==> src/rtl/armleo_cpu_tlb.sv <==
// Direct-mapped TLB for the ArmleoCPU Sv32-style MMU.
// Maps a 20-bit virtual page number to a 22-bit physical page number plus an
// 8-bit access tag. A lookup result is registered and appears one cycle after
// resolve. When translation is disabled the address passes straight through.
module armleo_cpu_tlb #(
  parameter int ENTRIES_W = 6
) (
  input  logic        clk,
  input  logic        rst,
  input  logic        enable,
  input  logic        invalidate,
  input  logic        resolve,
  input  logic        write,
  input  logic [19:0] virtual_address,
  input  logic [7:0]  accesstag_w,
  input  logic [21:0] phys_w,
  output logic        done,
  output logic        miss,
  output logic [7:0]  accesstag_r,
  output logic [21:0] phys_r
);

  localparam int ENTRIES = 1 << ENTRIES_W;
  localparam int TAG_W   = 20 - ENTRIES_W;

  // Valid bits live in flops so the whole TLB can be flushed in one cycle;
  // the payload lives in plain arrays that never need clearing.
  logic [ENTRIES-1:0] valid_reg;
  logic [TAG_W-1:0]   tag_mem       [ENTRIES];
  logic [7:0]         accesstag_mem [ENTRIES];
  logic [21:0]        phys_mem      [ENTRIES];

  logic [ENTRIES_W-1:0] idx;
  logic [TAG_W-1:0]     vtag;
  logic                 hit_next;

  assign idx  = virtual_address[ENTRIES_W-1:0];
  assign vtag = virtual_address[19:ENTRIES_W];

  // Per-entry valid bit: flush beats fill, so a write in the same cycle as an
  // invalidate leaves its entry invalid.
  genvar gi;
  generate
    for (gi = 0; gi < ENTRIES; gi++) begin : g_valid
      localparam logic [ENTRIES_W-1:0] ENTRY_IDX = ENTRIES_W'(gi);
      // Valid flop for this entry.
      always_ff @(posedge clk or posedge rst) begin
        if (rst) begin
          valid_reg[gi] <= 1'b0;
        end else if (invalidate) begin
          valid_reg[gi] <= 1'b0;
        end else if (write && (idx == ENTRY_IDX)) begin
          valid_reg[gi] <= 1'b1;
        end
      end
    end
  endgenerate

  // Payload fill from the page-table walker; overwrites any previous mapping.
  always_ff @(posedge clk) begin
    if (write) begin
      tag_mem[idx]       <= vtag;
      accesstag_mem[idx] <= accesstag_w;
      phys_mem[idx]      <= phys_w;
    end
  end

  // Hit detection against the pre-edge array contents.
  always_comb begin
    hit_next = 1'b0;
    if (valid_reg[idx] && (tag_mem[idx] == vtag)) begin
      hit_next = 1'b1;
    end
  end

  // Registered lookup result; outputs hold between resolves.
  always_ff @(posedge clk or posedge rst) begin
    if (rst) begin
      done        <= 1'b0;
      miss        <= 1'b0;
      accesstag_r <= 8'h00;
      phys_r      <= 22'h0;
    end else begin
      done <= resolve;
      if (resolve) begin
        if (!enable) begin
          miss        <= 1'b0;
          accesstag_r <= 8'h00;
          phys_r      <= {2'b00, virtual_address};
        end else if (hit_next) begin
          miss        <= 1'b0;
          accesstag_r <= accesstag_mem[idx];
          phys_r      <= phys_mem[idx];
        end else begin
          miss        <= 1'b1;
          accesstag_r <= 8'h00;
          phys_r      <= 22'h0;
        end
      end
    end
  end

endmodule

==> config.mk <==
export PLATFORM = sky130hd
export DESIGN_NAME = armleo_cpu_tlb
export DESIGN_NICKNAME = d
export VERILOG_FILES = /design/src/rtl/armleo_cpu_tlb.sv
export SDC_FILE = /design/constraint.sdc
export NUM_CORES = 2
export LEC_CHECK = 0
export CAP_MARGIN = 0
export CORE_UTILIZATION = 55
export DETAILED_ROUTE_END_ITERATION = 7
export PLACE_DENSITY = 0.69
export SYNTH_ARGS = -nofsm -noshare
export SYNTH_HDL_FRONTEND = slang
export SYNTH_SLANG_ARGS = --single-unit
export TNS_END_PERCENT = 5
==> constraint.sdc <==
create_clock -name clk -period 9.9 [get_ports clk]
set_clock_uncertainty 0.15 [all_clocks]
set_input_delay 2.97 -clock clk [delete_from_list [all_inputs] [get_ports clk]]
set_output_delay 2.97 -clock clk [all_outputs]
set_load 0.05 [all_outputs]
After elaboration in Yosys (flattened, before gate mapping) --
Memories as Yosys holds them, arrays and structs flattened. Cells that the tools add are included.
Operators by class: order comparisons 1, equality and inequality tests 64, multiplexer cells 139, reductions and logical operators 130
Operators with widths (count):
- $eq A6 B6 Y1 const B | 32
- $mux W1 | 134
- $reduce_bool A2 Y1 | 64
- $eq A6 B5 Y1 const B | 16
- $logic_and A1 B1 Y1 | 65
- $eq A6 B4 Y1 const B | 8
- $mux W22 | 2
- $eq A6 B3 Y1 const B | 4
- $mux W8 | 2
- $eq A14 B14 Y1 | 1
- $eq A6 B2 Y1 const B | 2
- $lt A6 B7 Y1 const B | 1
- $bmux W1 S6 | 1
- $eq A6 B1 Y1 const B | 1
- $logic_not A6 Y1 | 1
Storage, ports and cells: register bits after elaboration 96, RAM bits 2816, memories kept 3
Memories:
- phys_mem | depth 64, width 22, read ports 1, clocked after memory_dff 0, wr ports 1, RTL line 31 | logic [21:0] phys_mem [ENTRIES];
- tag_mem | depth 64, width 14, read ports 1, clocked after memory_dff 0, wr ports 1, RTL line 29 | logic [TAG_W-1:0] tag_mem [ENTRIES];
- accesstag_mem | depth 64, width 8, read ports 1, clocked after memory_dff 0, wr ports 1, RTL line 30 | logic [7:0] accesstag_mem [ENTRIES];

Logic depth before layout (Yosys ltp) --
depth after elaboration 6, gate-level depth with buffers 16, depth with buffers taken out 9

Worst setup path after synthesis --
OpenSTA, ideal clock, no wires.
kind input port to flip-flop, start point input virtual_address[3], end point memory accesstag_mem[61][0], enable pin, setup time 502 ps, arrival time 8285 ps, required time 9248 ps, setup slack 962 ps, stages 11, buffers on the path 9, cells stage by stage buf_2 -> buf_2 -> buf_2 -> buf_2 -> buf_2 -> buf_2 -> buf_2 -> buf_1 -> nand2_1 -> clkbuf_1 -> nor3_1
RTL lines:
- from (decl) | RTL line 14 | input logic [19:0] virtual_address,
- to (decl) | RTL line 30
No word-level cell before the write port.

Worst setup path after layout --
start point input virtual_address[3], end point register miss
On the way: longest elaborated chain between the ends 6, elaborated cells between the ends (all ways) 8, those cells by class 1 x eq/ne; 5 x mux; 1 x reduce/logical; 1 x memory
RTL lines:
- $mem_v2 Z64 W14 or $bmux W1 S6 (tied branches)
- $eq A14 B14 Y1 or $mux W1 (tied branches) | RTL line 71 | if (valid_reg[idx] && (tag_mem[idx] == vtag)) begin
- $logic_and A1 B1 Y1 * | RTL line 71
- $mux W1 * | RTL line 71
- $mux W1 * | RTL line 90 | end else if (hit_next) begin
- $mux W1 * | RTL line 86 | if (!enable) begin
- to (signal assigned) | RTL line 87 | miss <= 1'b0;
- to (signal assigned) | RTL line 91 | miss <= 1'b0;
- to (signal assigned) | RTL line 95 | miss <= 1'b1;
- to (decl) | RTL line 18 | output logic miss,
Every way passes the cells marked *; elsewhere a longest branch is shown, timed or not. The select of a mux whose other input is x is not followed. A chain may end at the register's enable or synchronous reset.

==> results_tabular.tex <==
\begin{tabular}{lr}
\hline
Metric & Value \\
\hline
\multicolumn{2}{l}{\textbf{Floorplan}} \\
\quad Effective utilization at floorplan & 55.4\% \\
\quad Core Box Area & 202000 um2 \\
\quad Die ar. & 205000 um2 \\
\quad Floorplan row count & 165 \\
\quad Count of pins on the block boundary & 88 \\
\quad Die Height & 453 um \\
\quad Width of the chip & 453 um \\
\multicolumn{2}{l}{\textbf{Hold path}} \\
\quad Hold Path Cell Cnt & 2 \\
\quad Hold EP & valid\_reg[25] \\
\quad Startpoint of the worst hold path & valid\_reg[25] \\
\quad Type of the worst min-delay path & reg -> reg \\
\multicolumn{2}{l}{\textbf{Worst setup path}} \\
\quad Data required time at the worst endpoint & 10550 ps \\
\quad Internal reg-to-reg setup slack & 5140 ps \\
\quad Kind of launch point of the worst setup path & input port \\
\quad RR Endpoint & miss \\
\quad Critical Path End Type & flip-flop \\
\quad Data arrival time at the worst-slack endpoint & 7910 ps \\
\quad Type of the setup path with the least slack & in -> reg \\
\quad Depth of the worst register-to-register path & 9 \\
\quad Worst-path fanout max & 85 \\
\quad Launching point of the worst reg2reg path & tag\_mem[47][11] \\
\multicolumn{2}{l}{\textbf{Clocking}} \\
\quad Clock Root Buffer & sky130\_fd\_sc\_hd\_\_clkbuf\_16 \\
\quad Number of buffers created by CTS & 304 \\
\quad Post-CTS setup repair buffer count & 0 \\
\quad Clock sinks & 2912 \\
\quad Resized cells post-CTS & 0 \\
\quad Count of hold-fix buffers inserted at cts & 0 \\
\quad Source-to-sink clock delay at the later pin of the worst-skew pair & 960 ps \\
\quad TritonCTS clock tree & yes \\
\quad H-tree depth & 5 \\
\quad Clock-pin slew reported for the worst setup and hold paths after clock tree synthesis & 60 ps \\
\quad Number of buffers on the longest clock path & 4 \\
\multicolumn{2}{l}{\textbf{Placed design}} \\
\quad Global placement routability congestion & 0.847 \\
\quad Port Buffer Count & 87 \\
\quad Worst slack at placement & 1880 ps \\
\quad HPWL Detailed & 157000 um \\
\quad Cells after DPL & 7498 \\
\multicolumn{2}{l}{\textbf{Synthesis}} \\
\quad Count of flip-flops with a built-in enable after synthesis & 2816 \\
\quad Fraction of registers with async set/reset & 3.30\% \\
\quad Sequential-to-total area share from yosys stat & 77.7\% \\
\quad Total standard cell area after synthesis & 112000 um2 \\
\quad Number of distinct library cells after synthesis & 63 \\
\quad Post-Synthesis Mean Instance Area & 23.2 um2 \\
\quad Primary FF master, synth & sky130\_fd\_sc\_hd\_\_edfxtp\_1 \\
\quad Number of warning messages in the yosys log & 0 \\
\quad FF+latch count, synth & 2912 \\
\quad Synthesized net count & 4868 \\
\quad Cell count after synthesis & 4812 \\
\multicolumn{2}{l}{\textbf{Global routing}} \\
\quad Antenna violations before repair & 19 \\
\quad Vias in the first global route & 54367 \\
\quad GR Util All Layers & 29.6\% \\
\quad Pin count of the biggest net entering global routing & 131 \\
\quad Global route total overflow & 0 \\
\quad Wire length of the first global-routing pass & 418000 um \\
\multicolumn{2}{l}{\textbf{Layout}} \\
\quad Final standard cell count with taps included and fillers excluded & 8027 \\
\quad Reg with most FFs & phys\_mem \\
\quad Highest-count cells in the layout ignoring fill and taps & sky130\_fd\_sc\_hd\_\_edfxtp\_1, sky130\_fd\_sc\_hd\_\_mux4\_2, sky130\_fd\_sc\_hd\_\_clkbuf\_16, sky130\_fd\_sc\_hd\_\_buf\_4, sky130\_fd\_sc\_hd\_\_mux2i\_1 \\
\quad Share of cells above drive strength 1 & 29.3\% \\
\quad Number of flip-flops under the largest register name & 1408 \\
\quad Net count, final & 5188 \\
\quad Leading cell type in the layout, fill and taps excluded & sky130\_fd\_sc\_hd\_\_edfxtp\_1 \\
\quad Area overhead of the layout relative to synthesis & 12.5\% \\
\quad Largest registers & phys\_mem: 1408 flops, tag\_mem: 896 flops, accesstag\_mem: 512 flops \\
\quad Filler cell count in the final layout & 13304 \\
\multicolumn{2}{l}{\textbf{Flow run}} \\
\quad Max\_cap viols & 0 \\
\multicolumn{2}{l}{\textbf{Timing}} \\
\quad Hold Fails Final Rpt & 0 \\
\quad Worst hold slack & 347 ps \\
\quad Setup TNS & 0 ps \\
\quad Worst slew pin tran & 1230 ps \\
\quad Part of the cycle the worst path needs & 73.2\% \\
\quad Top achievable clock speed & 0.138 GHz \\
\quad Final critical delay including setup and external delays & 7250 ps \\
\quad Setup repair after global routing missed its margin & false \\
\quad Finish-stage setup viols & 0 \\
\quad Slew Viols, Final & 0 \\
\quad Relative slew slack & 15.9\% \\
\quad Worst path setup slack after routing & 2650 ps \\
\multicolumn{2}{l}{\textbf{Power and ir drop}} \\
\quad P\_leak & 40.0 nW \\
\quad Power, Total & 25.8 mW \\
\quad Max IR drop VDD & 0.194 mV \\
\quad Power per cell area & 205 nW/um2 \\
\multicolumn{2}{l}{\textbf{Route}} \\
\quad DRC violation total after the first TritonRoute iteration & 8663 \\
\quad DRC errors left & 0 \\
\quad Vias post-DR & 55142 \\
\quad Sum of routed wire length over all layers & 301000 um \\
\quad ANT nets after route & 0 \\
\quad Vias per std cell & 6.87 \\
\quad Post-DR wirelength/cell & 37.5 um \\
\quad Count of TritonRoute iterations in the first routing pass & 5 \\
\multicolumn{2}{l}{\textbf{Outcome}} \\
\quad Result of the run & completed \\
\hline
\end{tabular}
-- worst max path at each step --
stage	end	startpoint	cells after the start
floorplan	accesstag_mem[61][0]	virtual_address[3]	11
global placement	miss	virtual_address[1]	11
detailed placement	miss	virtual_address[1]	11
CTS	miss	virtual_address[3]	10
global route	miss	virtual_address[1]	11
finish	miss	virtual_address[3]	10
-- through the flow --
| stage | utilization (%) | cell area, um2 |
|---|---|---|
| 2_1_floorplan | - | 112000 |
| 3_3_place_gp | 57.6 | 117000 |
| 3_5_place_dp | 57.7 | 117000 |
| 4_1_cts | 62.3 | 126000 |
| 5_1_grt | 62.3 | 126000 |
| 6_report | 62.3 | 126000 |
-- worst max-delay path: stages --
cell and delay [ps]:
sky130_fd_sc_hd__buf_8 400, sky130_fd_sc_hd__buf_12 580, sky130_fd_sc_hd__mux2i_1 330, sky130_fd_sc_hd__o22ai_1 150
sky130_fd_sc_hd__a2111oi_0 1050, sky130_fd_sc_hd__mux2_2 440, sky130_fd_sc_hd__a2111o_1 390, sky130_fd_sc_hd__a2111o_1 360
sky130_fd_sc_hd__or3_4 680, sky130_fd_sc_hd__a22o_1 300
-- layout make-up --
class	instances	area (um2)	share of cell area, %
clock inverters	137	1200	0.955
clock buffers	388	8130	6.46
diodes	4	10.0	0.00795
flip-flops and latches	2912	87000	69.1
well taps	2672	3340	2.66
multi-input cells	1623	23900	19.0
inverters	7	31.3	0.0249
repair buffers	284	2270	1.80
-- synthesized netlist by cell type (3+ instances only) --
cell type / instances / area share, %
sky130_fd_sc_hd__buf_1: 43 / 0.14
sky130_fd_sc_hd__xnor2_1: 14 / 0.11
sky130_fd_sc_hd__nor4_1: 4 / 0.022
sky130_fd_sc_hd__and2_0: 3 / 0.017
sky130_fd_sc_hd__and2_1: 5 / 0.028
sky130_fd_sc_hd__a21oi_1: 50 / 0.22
sky130_fd_sc_hd__a22oi_1: 68 / 0.46
sky130_fd_sc_hd__inv_1: 5 / 0.017
sky130_fd_sc_hd__o21ba_2: 10 / 0.089
sky130_fd_sc_hd__a311oi_1: 3 / 0.023
sky130_fd_sc_hd__a211oi_1: 6 / 0.040
sky130_fd_sc_hd__o22ai_1: 10 / 0.056
sky130_fd_sc_hd__clkbuf_1: 89 / 0.30
sky130_fd_sc_hd__nor2b_1: 6 / 0.034
sky130_fd_sc_hd__nor2_1: 153 / 0.51
sky130_fd_sc_hd__o2bb2ai_2: 10 / 0.13
sky130_fd_sc_hd__o211ai_1: 5 / 0.034
sky130_fd_sc_hd__mux2i_1: 181 / 1.6
sky130_fd_sc_hd__edfxtp_1: 2816 / 76
sky130_fd_sc_hd__nand3_1: 28 / 0.13
sky130_fd_sc_hd__a22o_1: 18 / 0.14
sky130_fd_sc_hd__o21ai_0: 9 / 0.040
sky130_fd_sc_hd__dfrtp_1: 96 / 2.1
sky130_fd_sc_hd__or2_2: 3 / 0.017
sky130_fd_sc_hd__buf_4: 27 / 0.18
sky130_fd_sc_hd__o21ai_2: 20 / 0.16
sky130_fd_sc_hd__mux2_2: 13 / 0.13
sky130_fd_sc_hd__and3_1: 4 / 0.022
sky130_fd_sc_hd__mux4_2: 795 / 16
sky130_fd_sc_hd__a221oi_1: 9 / 0.070
sky130_fd_sc_hd__buf_2: 95 / 0.42
sky130_fd_sc_hd__nor3_1: 58 / 0.26
sky130_fd_sc_hd__buf_6: 15 / 0.15
sky130_fd_sc_hd__nand2b_1: 6 / 0.034
sky130_fd_sc_hd__nand2_1: 95 / 0.32
sky130_fd_sc_hd__nand4_1: 6 / 0.034
-- cell families (layout without fill, tap and decap cells) --
group,after synthesis,in the layout,synth area share (%)
buf+inv,277,816,1.24
mux,990,990,17.8
simple gates,378,378,1.48
other cells,0,4,0
xor+xnor,16,16,0.125
compound gates,239,239,1.64
flops,2912,2912,77.7
-- report_power, final --
| group | internal (mW) | leakage (nW) | switching [mW] |
|---|---|---|---|
| Sequential | 13.6 | 26.6 | 0.0362 |
| Clock | 6.33 | 4.56 | 4.56 |
| Combinational | 0.480 | 8.77 | 0.763 |
-- metal layers --
layer / track usage (%) / wire length, um / vias up
met1: 41.8 / 111000 / 29580
li1: - / - / 21134
met2: 46.4 / 143000 / 3735
met3: 5.60 / 32800 / 687
met4: 11.3 / 13300 / 6
met5: 0 / 39 / -
No activity file was read; power rests on OpenSTA's default activity.
